[src/rtl/mem_arb_pkg.sv]
// Shared types for the memory command arbiter: FSM state encoding and the
// pending user command slot layout.
package mem_arb_pkg;

  localparam int DEF_ADDR_W = 25;
  localparam int DEF_DATA_W = 16;

  typedef enum logic [1:0] {
    IDLE    = 2'd0,
    IO_REQ  = 2'd1,
    CLR_REQ = 2'd2
  } arb_state_t;

  typedef struct packed {
    logic                  we;
    logic [DEF_ADDR_W-1:0] addr;
    logic [DEF_DATA_W-1:0] wdata;
  } pend_cmd_t;

endpackage

[src/rtl/mem_cmd_arbiter_clear_addr_gen.sv]
// Clear sweep address generator: counts from 0 up to CLEAR_LAST, one step per
// completed sweep word, and holds the busy flag for the duration of the sweep.
module clear_addr_gen
  import mem_arb_pkg::*;
#(
  parameter int                ADDR_W     = DEF_ADDR_W,
  parameter logic [ADDR_W-1:0] CLEAR_LAST = '1
) (
  input  logic              clk,
  input  logic              rst_n,
  input  logic              start,
  input  logic              advance,
  input  logic              stop,
  output logic [ADDR_W-1:0] addr,
  output logic              last,
  output logic              busy
);

  logic [ADDR_W-1:0] addr_reg;
  logic              busy_reg;

  // A start pulse during an active sweep is ignored; the sweep keeps its place.
  always_ff @(posedge clk) begin
    if (!rst_n) begin
      addr_reg <= '0;
      busy_reg <= 1'b0;
    end else if (start && !busy_reg) begin
      addr_reg <= '0;
      busy_reg <= 1'b1;
    end else if (stop) begin
      busy_reg <= 1'b0;
    end else if (advance) begin
      addr_reg <= addr_reg + 1'b1;
    end
  end

  assign addr = addr_reg;
  assign last = (addr_reg == CLEAR_LAST);
  assign busy = busy_reg;

endmodule

[src/rtl/mem_cmd_arbiter.sv]
// Shares one memory port between single-word user commands and a zero-fill
// sweep; optional ack watchdog enabled by defining MEM_ARB_TIMEOUT_EN.
module mem_cmd_arbiter
  import mem_arb_pkg::*;
#(
  parameter int                ADDR_W         = DEF_ADDR_W,
  parameter int                DATA_W         = DEF_DATA_W,
  parameter logic [ADDR_W-1:0] CLEAR_LAST     = '1,
  parameter int                TIMEOUT_CYCLES = 1024
) (
  input  logic              clk,
  input  logic              rst_n,
  input  logic              io_req,
  input  logic              io_we,
  input  logic [ADDR_W-1:0] io_addr,
  input  logic [DATA_W-1:0] io_wdata,
  output logic [DATA_W-1:0] io_rdata,
  output logic              mem_done,
  input  logic              clear_start,
  output logic              clear_busy,
  output logic              mem_req,
  output logic              mem_we,
  output logic [ADDR_W-1:0] mem_addr,
  output logic [DATA_W-1:0] mem_wdata,
  input  logic              mem_ack,
  input  logic [DATA_W-1:0] mem_rdata,
  output logic              timeout_err
);

  arb_state_t        state_reg, state_next;
  pend_cmd_t         pend_reg;
  logic              pend_valid_reg;
  logic              io_req_d_reg;
  logic [DATA_W-1:0] io_rdata_reg;
  logic              rise_accept, clear_accept, ack_io, ack_clr, tmo_fire;
  logic [ADDR_W-1:0] clr_addr;
  logic              clr_last, clr_busy, clr_advance, clr_stop;

  // A rise arriving while the slot is still occupied is dropped.
  assign rise_accept  = io_req & ~io_req_d_reg & ~pend_valid_reg;
  assign clear_accept = clear_start & ~clr_busy;
  assign ack_io       = (state_reg == IO_REQ) & mem_ack;
  assign ack_clr      = (state_reg == CLR_REQ) & mem_ack;

  always_ff @(posedge clk) begin
    if (!rst_n) begin
      state_reg      <= IDLE;
      io_req_d_reg   <= 1'b0;
      pend_valid_reg <= 1'b0;
      pend_reg       <= '0;
      io_rdata_reg   <= '0;
    end else begin
      state_reg    <= state_next;
      io_req_d_reg <= io_req;
      if (rise_accept) begin
        pend_valid_reg <= 1'b1;
        pend_reg.we    <= io_we;
        pend_reg.addr  <= DEF_ADDR_W'(io_addr);
        pend_reg.wdata <= DEF_DATA_W'(io_wdata);
      end else if ((state_reg == IO_REQ) && (mem_ack || tmo_fire)) begin
        pend_valid_reg <= 1'b0;
      end
      if (ack_io && !pend_reg.we) io_rdata_reg <= mem_rdata;
    end
  end

  // Every request returns through IDLE, which gives the mandatory gap between
  // requests and lets a pending user command slip in between sweep words.
  always_comb begin
    state_next = state_reg;
    case (state_reg)
      IDLE: begin
        if (pend_valid_reg)  state_next = IO_REQ;
        else if (clr_busy)   state_next = CLR_REQ;
      end
      IO_REQ, CLR_REQ: begin
        if (mem_ack || tmo_fire) state_next = IDLE;
      end
      default: state_next = IDLE;
    endcase
  end

  always_comb begin
    mem_req   = 1'b0;
    mem_we    = 1'b0;
    mem_addr  = '0;
    mem_wdata = '0;
    case (state_reg)
      IO_REQ: begin
        mem_req   = 1'b1;
        mem_we    = pend_reg.we;
        mem_addr  = pend_reg.addr[ADDR_W-1:0];
        mem_wdata = pend_reg.wdata[DATA_W-1:0];
      end
      CLR_REQ: begin
        mem_req  = 1'b1;
        mem_we   = 1'b1;
        mem_addr = clr_addr;
      end
      default: ;
    endcase
  end

  assign clr_advance = ack_clr & ~clr_last;
  assign clr_stop    = (ack_clr & clr_last) | ((state_reg == CLR_REQ) & tmo_fire);

  clear_addr_gen #(
    .ADDR_W     (ADDR_W),
    .CLEAR_LAST (CLEAR_LAST)
  ) u_clear_addr_gen (
    .clk     (clk),
    .rst_n   (rst_n),
    .start   (clear_start),
    .advance (clr_advance),
    .stop    (clr_stop),
    .addr    (clr_addr),
    .last    (clr_last),
    .busy    (clr_busy)
  );

`ifdef MEM_ARB_TIMEOUT_EN
  localparam int TW = $clog2(TIMEOUT_CYCLES + 1);
  logic [TW-1:0] tmo_cnt_reg;
  logic          timeout_err_reg;

  always_ff @(posedge clk) begin
    if (!rst_n) begin
      tmo_cnt_reg     <= '0;
      timeout_err_reg <= 1'b0;
    end else begin
      if ((state_reg == IDLE) || mem_ack) tmo_cnt_reg <= '0;
      else                                tmo_cnt_reg <= tmo_cnt_reg + 1'b1;
      if (tmo_fire)                          timeout_err_reg <= 1'b1;
      else if (rise_accept || clear_accept)  timeout_err_reg <= 1'b0;
    end
  end

  // Fires on the last allowed cycle so mem_req is high exactly TIMEOUT_CYCLES cycles.
  assign tmo_fire    = (state_reg != IDLE) && !mem_ack && (tmo_cnt_reg == TW'(TIMEOUT_CYCLES - 1));
  assign timeout_err = timeout_err_reg;
`else
  assign tmo_fire    = (TIMEOUT_CYCLES < 0) && clear_accept;
  assign timeout_err = 1'b0;
`endif

  assign mem_done   = (state_reg == IDLE) & ~pend_valid_reg & ~clr_busy;
  assign clear_busy = clr_busy;
  assign io_rdata   = io_rdata_reg;

endmodule

[config.mk]
export PLATFORM = sky130hd
export DESIGN_NAME = mem_cmd_arbiter
export DESIGN_NICKNAME = d
export VERILOG_FILES = /design/src/rtl/mem_arb_pkg.sv /design/src/rtl/mem_cmd_arbiter_clear_addr_gen.sv /design/src/rtl/mem_cmd_arbiter.sv
export SDC_FILE = /design/constraint.sdc
export NUM_CORES = 1
export LEC_CHECK = 0
export ABC_AREA = 1
export BUFFER_PORTS_ARGS = -buffer_cell sky130_fd_sc_hd__buf_2
export CORE_MARGIN = 4
export CORE_UTILIZATION = 45
export CTS_CLUSTER_SIZE = 24
export DETAILED_ROUTE_END_ITERATION = 10
export PLACE_DENSITY = 0.73
export SYNTH_ARGS = -nofsm -noshare
export SYNTH_HDL_FRONTEND = slang
export SYNTH_SLANG_ARGS = --single-unit
[constraint.sdc]
create_clock -name clk -period 2.2 [get_ports clk]
set_input_delay 0.11 -clock clk [delete_from_list [all_inputs] [get_ports clk]]
set_output_delay 0.11 -clock clk [all_outputs]
set_load 0.1 [all_outputs]
==> results of run 1 <==
==> layer usage <==
layer | vias to the layer above | wire length, um
met1 | 2036 | 5230
met2 | 143 | 5870
met4 | 0 | 246
met5 | - | 0
li1 | 2270 | -
met3 | 18 | 1030
==> worst max-delay path by stage <==
stage	end	cells after the start	start	slack, ns
floorplan	mem_done	1	u_clear_addr_gen.busy	0.01
global placement	io_rdata[12]	7	state_reg[1]	0.19
detailed placement	io_rdata[8]	7	state_reg[1]	-0.06
CTS	mem_addr[24]	6	state_reg[1]	0.07
global route	u_clear_addr_gen.addr[1]	10	u_clear_addr_gen.addr[0]	0.02
finish	u_clear_addr_gen.addr[12]	10	u_clear_addr_gen.addr[0]	0.16
==> cell families after synthesis <==
logic type	after synthesis	synth area share [%]
buffers and inverters	122	11.4
AOI/OAI and AO/OA	153	19.1
xor gates and xnor gates	14	2.82
other	1	0.0863
DFF	88	40.6
adders and majority gates	4	1.15
and+or+nand+nor	262	24.9
==> placed cells by master (no fill, tap or decap), drive strengths merged <==
cell,count
xnor2,8
nand3,13
nand3b,2
dlygate4sd3,16
clkbuf,9
a21oi,89
clkinv,4
o21ai,62
nand4,8
dfxtp,88
bufinv,2
ha,4
nor2,82
buf,132
conb,1
inv,90
nand2,157
o21bai,2
xor2,6
==> report_power, final <==
part           total [mW]  switching [mW]  internal, mW  leakage [nW]
Sequential           1.75          0.0564          1.69         0.720
Combinational        1.17           0.883         0.292          1.68
Clock                1.27           0.621         0.652         0.115
Total                4.20            1.56          2.64          2.52
==> worst min-delay path: cells and delay by family <==
family                 cells  cell delay, ns
buffers and inverters      1            0.08
and+or+nand+nor            2            0.16
==> through the flow <==
stage          total power [mW]  cell area [sq um]  setup slack (ns)  setup TNS [ns]  hold WS (ns)
6_report                   4.20               6330             0.163               0       0.00996
5_1_grt                    4.39               6330            0.0167               0       0.00699
3_3_place_gp               2.91               5930             0.193               0         0.305
2_1_floorplan              2.67               4600            0.0150               0         0.203
3_5_place_dp               2.93               5930           -0.0621          -0.358         0.323
4_1_cts                    4.20               6320            0.0661               0     0.0000923
==> layout make-up <==
| type | instances | share of cell area [%] |
|---|---|---|
| Multi-Input combinational cell | 434 | 37.1 |
| Sequential cell | 88 | 27.8 |
| Timing Repair Buffer | 148 | 23.6 |
| Inverter | 89 | 5.34 |
| Tap cell | 129 | 2.55 |
| Clock buffer | 9 | 1.96 |
| Clock inverter | 7 | 1.58 |
==> timing repair <==
item | 4_1_cts | 5_1_grt
endpoints found under the setup margin | 16 | 29
endpoints found under the hold margin | 16 | 0
resized for setup | 1 | 3
buffers inserted | 0 | 0
hold buffers | 16 | 0
==> impl_metrics.json, run 1 <==
{
  "avgSynthCellArea_sq_um": 6.75,
  "yosysMostFrequentCell": "nand2_1",
  "synth.net_count": 711,
  "area_delta_synth_final_pct": 45.7,
  "hpwl_mm": 8.94,
  "cp-end-kind": "flip-flop",
  "routedWlPerCell_um": 13.7,
  "synth_edf_count": 0,
  "regToRegSetupSlack_ns": 0.16,
  "period_minus_slack_ns": 2.04,
  "cts-root-buf": "clkbuf_8",
  "cap_violations": 0,
  "largest_register_ffs": 42,
  "fin_crit_sh_pct": 92.6,
  "coreArea_sq_um": 9330,
  "path_buf_inv": 2,
  "drv_slew": 0,
  "finalClockSkew_ns": 0.0127,
  "cpLargestDelayFamily": "simple AND/OR/NAND/NOR gates",
  "critical_path_class": "flip-flop to flip-flop",
  "power_per_cell_area_nw_per_um2": 663,
  "yosys-top-cells-count": "152 x nand2_1, 88 x dfxtp_1, 85 x inv_1",
  "grt_max_degree": 86,
  "die_w_um": 106,
  "totalWireLength_mm": 12.4,
  "cp.required_ns": 2.44,
  "hold_class": "primary input to flip-flop",
  "r2r-start": "u_clear_addr_gen.addr[0]",
  "status": "complete, no violations",
  "n_fill_cell": 741,
  "cts_sinks": 88,
  "ys_ff_latch": 88,
  "yosysTopAreaCell": "dfxtp_1",
  "use_met2_pct": 36.3,
  "port-buffer-count": 123,
  "dieArea_sq_um": 11300,
  "cts_tree": "done",
  "finalHoldViolations": 0,
  "htree_num_levels": 3,
  "first_pass_iters": 6,
  "mappedNetlistArea_sq_um": 4340,
  "use_met1_pct": 28.3,
  "clock_latency_ns": 0.37,
  "grt_util_all_layers_pct": 22.6,
  "rsz0062_at_grt": "false",
  "grt_pass1_vias": 4433,
  "regArea_sq_um": 1760,
  "io_pins": 125,
  "drc": 0,
  "r2r-end": "u_clear_addr_gen.addr[12]",
  "gp_congestion": 0.871,
  "num_rows": 35,
  "multi_input_area_sq_um": 2350,
  "drt_iter0_drc": 213,
  "num_antenna_cells": 0,
  "synth_area_leaders": "dfxtp_1 41%, nand2_1 13%, a21oi_1 8.4%",
  "max_slew_margin_pct": 66.6,
  "slowest_stage": "dfxtp_1",
  "min_to": "io_rdata[8]",
  "die_h_um": 106,
  "worstPathMaxFanout": 21,
  "initial_core_util_pct": 46.6,
  "final_core_util_pct": 67.9,
  "ys_seq_area_share_pct": 40.6,
  "timing.fmax_ghz": 0.491,
  "synth_cells": 644,
  "peakVddDrop_mv": 0.442,
  "antenna_found_initial": 0,
  "cts_max_path_buffers": 2,
  "synth.distinct_cells": 29,
  "grt.overflow.total": 0,
  "hp-start": "mem_rdata[8]",
  "min_delay_path_depth": 3,
  "grt_util_met3_pct": 7.16,
  "clk_pin_slew_worst_paths_ns": 0.10,
  "final_nets": 837,
  "p_leak_nw": 2.52,
  "startpoint_type": "flip-flop",
  "antenna_left": 0,
  "drive_gt1_share_pct": 26.6,
  "busiest_layer": "met2",
  "slowest_delay_ns": 0.45,
  "yosys.area.top_type_share_pct": 40.6,
  "worstPathArrival_ns": 2.28,
  "async_flop_share_pct": 0,
  "grt_pass1_wl_mm": 20.8,
  "tightest_slew_ns": 0.501,
  "drt-vias-per-instance": 4.94,
  "stdcell_count": 904,
  "ys_warn_count": 0,
  "worst_r2r_path_depth": 10,
  "yosys_most_used_dff": "dfxtp_1",
  "numCtsBuffers": 9,
  "dp_cells": 872,
  "setup_viol": 0,
  "crit_chain": "ha_1, inv_1, nor2_4, nand2_2, nor2_4, nand2_4, nand2_4, inv_4, nand2_1, a21oi_2",
  "vias": 4467
}
(Power assumes the default switching activity.)
==> run 2: changes to the inputs <==
--- a/config.mk
+++ b/config.mk
@@ -7,7 +7,7 @@
 export LEC_CHECK = 0
 export ABC_AREA = 1
 export BUFFER_PORTS_ARGS = -buffer_cell sky130_fd_sc_hd__buf_2
-export CORE_MARGIN = 4
+export CORE_MARGIN = 2
 export CORE_UTILIZATION = 45
 export CTS_CLUSTER_SIZE = 24
 export DETAILED_ROUTE_END_ITERATION = 10
==> run 2 against run 1 <==
  * Final cell count fell by 0.11%
  * Clock power decreased by 7%
  * Via count shrank 1.8%
  * Global-route usage rose by 1.1 points
  * Final area shrank 0.30%
  * Sequential power about the same
  * Critical path type unchanged
  * Largest power group unchanged
==> impl_metrics.json, run 2 (same netlist as run 1, synthesis figures left out) <==
{
  "drc": 0,
  "regToRegSetupSlack_ns": 0.17,
  "dieArea_sq_um": 10500,
  "finalInstanceArea_sq_um": 6310,
  "timing.fmax_ghz": 0.493,
  "die_w_um": 102,
  "placed_area_sq_um": 5940,
  "num_antenna_cells": 0,
  "cp.required_ns": 2.45,
  "setup_viol": 0,
  "grt_pass1_wl_mm": 19.8,
  "largest_register_ffs": 42,
  "grt_pass1_vias": 4274,
  "cts_setup_buffers": 0,
  "final_nets": 836,
  "htree_num_levels": 3,
  "peakVddDrop_mv": 0.434,
  "area_delta_synth_final_pct": 45.3,
  "drt-vias-per-instance": 4.86,
  "clock_latency_ns": 0.36,
  "grt.overflow.total": 0,
  "status": "complete, no violations",
  "min_delay_path_depth": 3,
  "layout_commonest_cell": "nand2_1",
  "seq_power_share_pct": 42.5,
  "startpoint_type": "flip-flop",
  "setup_slack_ns": 0.172,
  "drv_slew": 0,
  "drt_iter0_drc": 159,
  "cts-root-buf": "clkbuf_8",
  "cap_violations": 0,
  "hold_slack_ns": 0.0216,
  "critical_path_class": "flip-flop to flip-flop",
  "grt_util_all_layers_pct": 23.6,
  "dp_slack_ns": -0.0517,
  "cp-end-kind": "flip-flop",
  "gp_congestion": 0.910,
  "initial_core_util_pct": 46.8,
  "p_leak_nw": 2.51,
  "finalHoldViolations": 0,
  "period_minus_slack_ns": 2.03,
  "antenna_found_initial": 0,
  "p_int_mw": 2.57,
  "port-buffer-count": 123,
  "hpwl_mm": 8.56,
  "num_rows": 35,
  "coreArea_sq_um": 9280,
  "cts_max_path_buffers": 2,
  "hold_class": "primary input to flip-flop",
  "worst_r2r_path_depth": 7,
  "tightest_slew_ns": 0.563,
  "n_fill_cell": 787,
  "fin_crit_sh_pct": 92.2,
  "die_h_um": 102,
  "drive_gt1_share_pct": 26.6,
  "max_slew_margin_pct": 62.4,
  "grt_max_degree": 81,
  "vias": 4386,
  "cts_sinks": 88,
  "totalWireLength_mm": 11.9,
  "io_pins": 125,
  "switching_share_pct": 37.7,
  "numCtsBuffers": 9,
  "power_frac_clock_pct": 28.6,
  "combPwrFrac_pct": 28.9,
  "worstPathMaxFanout": 17,
  "power.switching_mw": 1.55,
  "cts_tree": "done",
  "antenna_left": 0,
  "dp_cells": 872,
  "first_pass_iters": 5,
  "layout_common_cells": "152 x nand2_1, 88 x dfxtp_1, 85 x inv_1, 81 x buf_2, 74 x nor2_1",
  "power_per_cell_area_nw_per_um2": 653,
  "routedWlPerCell_um": 13.2,
  "finalClockSkew_ns": 0.0115,
  "clk_pin_slew_worst_paths_ns": 0.10,
  "stdcell_count": 903,
  "worstPathArrival_ns": 2.28
}
## run 2: changes by cell type in the layout (fill, tap and decap cells not counted), sizes merged
cell         previous run  this run
inv                    90        89
clkinv                  4         5
dlygate4sd3            16        15
clkbuf                  9        10
bufinv                  2         1
## run 2: layout make-up
class	instances	area, sq um	share of cell area [%]
clock inverters	6	73.8	1.17
well taps	129	161	2.56
inverters	89	338	5.35
clock buffers	10	138	2.18
multi-input cells	434	2350	37.2
flip-flops and latches	88	1760	27.9
repair buffers	147	1490	23.7
## run 2: worst paths after layout
kind                                    from      endpoint
worst min register to register  pend_reg[29]  pend_reg[29]
worst max register to register  state_reg[1]   io_rdata[4]
worst max-delay path            state_reg[1]   io_rdata[4]
worst min-delay path             io_wdata[9]   pend_reg[9]
## run 2: worst max-delay path: stages (launching register included)
cell and delay, ns:
dfxtp_1 0.32, inv_1 0.13, ha_1 0.21, nand2_1 0.10, nor2_2 0.45, inv_1 0.40
nor2_1 0.24, nor2_1 0.08
## run 2: power by group through the flow
stage / clock [mW] / sequential (mW) / combinational (mW)
global placement: 0 / 1.78 / 1.15
global route: 1.26 / 1.76 / 1.27
floorplan: 0 / 1.91 / 0.755
detailed placement: 0 / 1.78 / 1.16
CTS: 1.20 / 1.75 / 1.19
finish: 1.18 / 1.75 / 1.19
## run 2: layer usage
metal	GRT usage (%)	part of all wire (%)	vias up
met4	5.54	1.1	0
li1	-	-	2260
met2	39.0	47	138
met1	30.7	44	1975
met3	7.05	7.2	13
met5	0	0	-
## run 2: metrics by stage
| stage | setup TNS [ns] | util (%) | total power, mW |
|---|---|---|---|
| after global placement | 0 | 64.0 | 2.93 |
| after floorplan | 0 | - | 2.67 |
| after global routing | -0.00279 | 68.0 | 4.29 |
| final | 0 | 68.0 | 4.12 |
| after detailed placement | -0.252 | 64.0 | 2.95 |
| after CTS | 0 | 67.9 | 4.13 |
## run 2: timing repair
action,in CTS,in global routing
endpoints found under the setup margin,16,11
hold buffers,15,0
endpoints found under the hold margin,15,0
gates resized for setup,1,1
==> run 3: changes to the inputs <==
--- a/config.mk
+++ b/config.mk
@@ -11,7 +11,7 @@
 export CORE_UTILIZATION = 45
 export CTS_CLUSTER_SIZE = 24
 export DETAILED_ROUTE_END_ITERATION = 10
-export PLACE_DENSITY = 0.73
+export PLACE_DENSITY = 0.77
 export SYNTH_ARGS = -nofsm -noshare
 export SYNTH_HDL_FRONTEND = slang
 export SYNTH_SLANG_ARGS = --single-unit
==> run 3 against run 2 <==
  * Largest power group unchanged
  * Clock power fell by 4%
  * Sequential power about the same
  * First-iteration DRC count fell by 3.1%
  * Non-clock buffer count up 1
  * Register-to-register slack hardly changed
  * Critical endpoint is now mem_addr[24]
  * Combinational power hardly changed
  * Die area did not move
  * Hold slack lost 0.014 ns
  * Highest routed layer unchanged
  * Count of clock-buffer cells in the layout fell by 1
  * Core utilization down 0.16 points
==> impl_metrics.json, run 3 (same netlist as run 1, synthesis figures left out) <==
{
  "largest_register_ffs": 42,
  "gp_congestion": 0.850,
  "cp.required_ns": 2.09,
  "power.switching_mw": 1.63,
  "dieArea_sq_um": 10500,
  "cts_setup_buffers": 0,
  "routedWlPerCell_um": 13.7,
  "totalWireLength_mm": 12.4,
  "period_minus_slack_ns": 2.06,
  "cts_max_path_buffers": 2,
  "tns_ns": 0,
  "fin_crit_sh_pct": 93.6,
  "die_w_um": 102,
  "drt_iter0_drc": 154,
  "grt_pass1_vias": 4381,
  "area_delta_synth_final_pct": 44.9,
  "n_fill_cell": 766,
  "slowest_stage": "dfxtp_1",
  "num_rows": 35,
  "clock_latency_ns": 0.38,
  "final_core_util_pct": 67.8,
  "grt_pass1_wl_mm": 20.7,
  "drt-vias-per-instance": 5.02,
  "layout_commonest_cell": "nand2_1",
  "rsz0062_at_grt": "false",
  "cp-end-kind": "primary output",
  "timing.fmax_ghz": 0.486,
  "die_h_um": 102,
  "setup_viol": 0,
  "drc": 0,
  "finalHoldViolations": 0,
  "placed_area_sq_um": 5910,
  "p_leak_nw": 2.49,
  "layout_common_cells": "152 x nand2_1, 88 x dfxtp_1, 85 x inv_1, 81 x buf_2, 74 x nor2_1",
  "wl_met1_mm": 5.36,
  "drv_slew": 0,
  "p_int_mw": 2.43,
  "startpoint_type": "flip-flop",
  "cts_sinks": 88,
  "clk_pin_slew_worst_paths_ns": 0.11,
  "antenna_left": 0,
  "p_total_mw": 4.06,
  "finalInstanceArea_sq_um": 6300,
  "crit_chain": "inv_1, ha_1, buf_8, nand2_1, a21oi_4, buf_12",
  "hpwl_mm": 8.53,
  "critical_path_class": "flip-flop to primary output",
  "final_nets": 837,
  "grt_util_all_layers_pct": 24.7,
  "vias": 4534,
  "coreArea_sq_um": 9280,
  "worstPathMaxFanout": 42,
  "num_antenna_cells": 0,
  "cts-root-buf": "clkbuf_8",
  "hold_class": "primary input to flip-flop",
  "status": "complete, no violations",
  "power_per_cell_area_nw_per_um2": 645,
  "numCtsBuffers": 9,
  "wl_met3_um": 934,
  "io_pins": 125,
  "grt_max_degree": 74,
  "drive_gt1_share_pct": 26.5,
  "tightest_slew_ns": 0.584,
  "switching_share_pct": 40.1,
  "worstPathArrival_ns": 1.95,
  "dr_wl_met2_mm": 5.92,
  "finalClockSkew_ns": 0.0200,
  "seq_power_share_pct": 43.2,
  "power_frac_clock_pct": 27.7,
  "antenna_found_initial": 0,
  "cts_tree": "done",
  "slowest_delay_ns": 0.33,
  "port-buffer-count": 123,
  "cap_violations": 0,
  "peakVddDrop_mv": 0.638,
  "routed.top_layer": "met4",
  "first_pass_iters": 5,
  "max_slew_margin_pct": 61.1,
  "grt.overflow.total": 0,
  "htree_num_levels": 3,
  "combPwrFrac_pct": 29.0,
  "initial_core_util_pct": 46.8
}
[run 3: changes by cell type in the layout (fill, tap and decap cells not counted), moves of 2 or more]
cell           before  now
buf_12             44   42
dlygate4sd3_1      15   17
inv_8               0    2
clkinv_4            3    1
[run 3: area by class of cell]
cell class	instances	area, sq um	area share (%)
Sequential cell	88	1760	28.0
Clock inverter	7	72.6	1.15
Tap cell	129	161	2.56
Inverter	89	338	5.37
Clock buffer	9	124	1.97
Multi-Input combinational cell	434	2350	37.3
Timing Repair Buffer	148	1490	23.6
[run 3: timing repair]
| item | 4_1_cts | 5_1_grt |
|---|---|---|
| setup endpoints to repair | 1 | 26 |
| endpoints found under the hold margin | 17 | 0 |
| hold buffers | 17 | 0 |
| gates resized for setup | 1 | 5 |
[run 3: critical path, delay by kind of cell (launching register included)]
family / cells / cell delay [ns]
buf+inv: 3 / 0.59
flops: 1 / 0.33
fa+ha+maj: 1 / 0.23
compound gates: 1 / 0.22
simple gates: 1 / 0.19
[run 3: routing by layer]
layer | vias up | GRT usage [%]
met5 | - | 0
li1 | 2264 | -
met3 | 20 | 7.59
met1 | 2090 | 32.5
met2 | 160 | 39.6
met4 | 0 | 6.77
[run 3: power by group through the flow]
stage / Combinational, mW / Sequential, mW / Clock [mW]
detailed placement: 1.13 / 1.79 / 0
floorplan: 0.755 / 1.91 / 0
global route: 1.26 / 1.77 / 1.21
finish: 1.18 / 1.75 / 1.13
CTS: 1.16 / 1.75 / 1.14
global placement: 1.11 / 1.78 / 0
[run 3: worst paths after layout]
kind,depth (start not counted),startpoint,slack (ns),end
worst min register to register,2,pend_reg[22],0.45,pend_reg[22]
worst max register to register,10,u_clear_addr_gen.addr[0],0.18,u_clear_addr_gen.addr[19]
worst max-delay path,6,state_reg[1],0.14,mem_addr[24]
worst min-delay path,3,io_addr[17],0.007,pend_reg[33]
[run 3: stage by stage]
step	instances	worst slack, ns	hold slack, ns
2_1_floorplan	644	0.0150	0.203
3_3_place_gp	871	0.172	0.304
3_5_place_dp	871	0.00689	0.316
4_1_cts	904	0.0264	0.00295
5_1_grt	904	0.0199	0.0109
6_report	904	0.141	0.00718
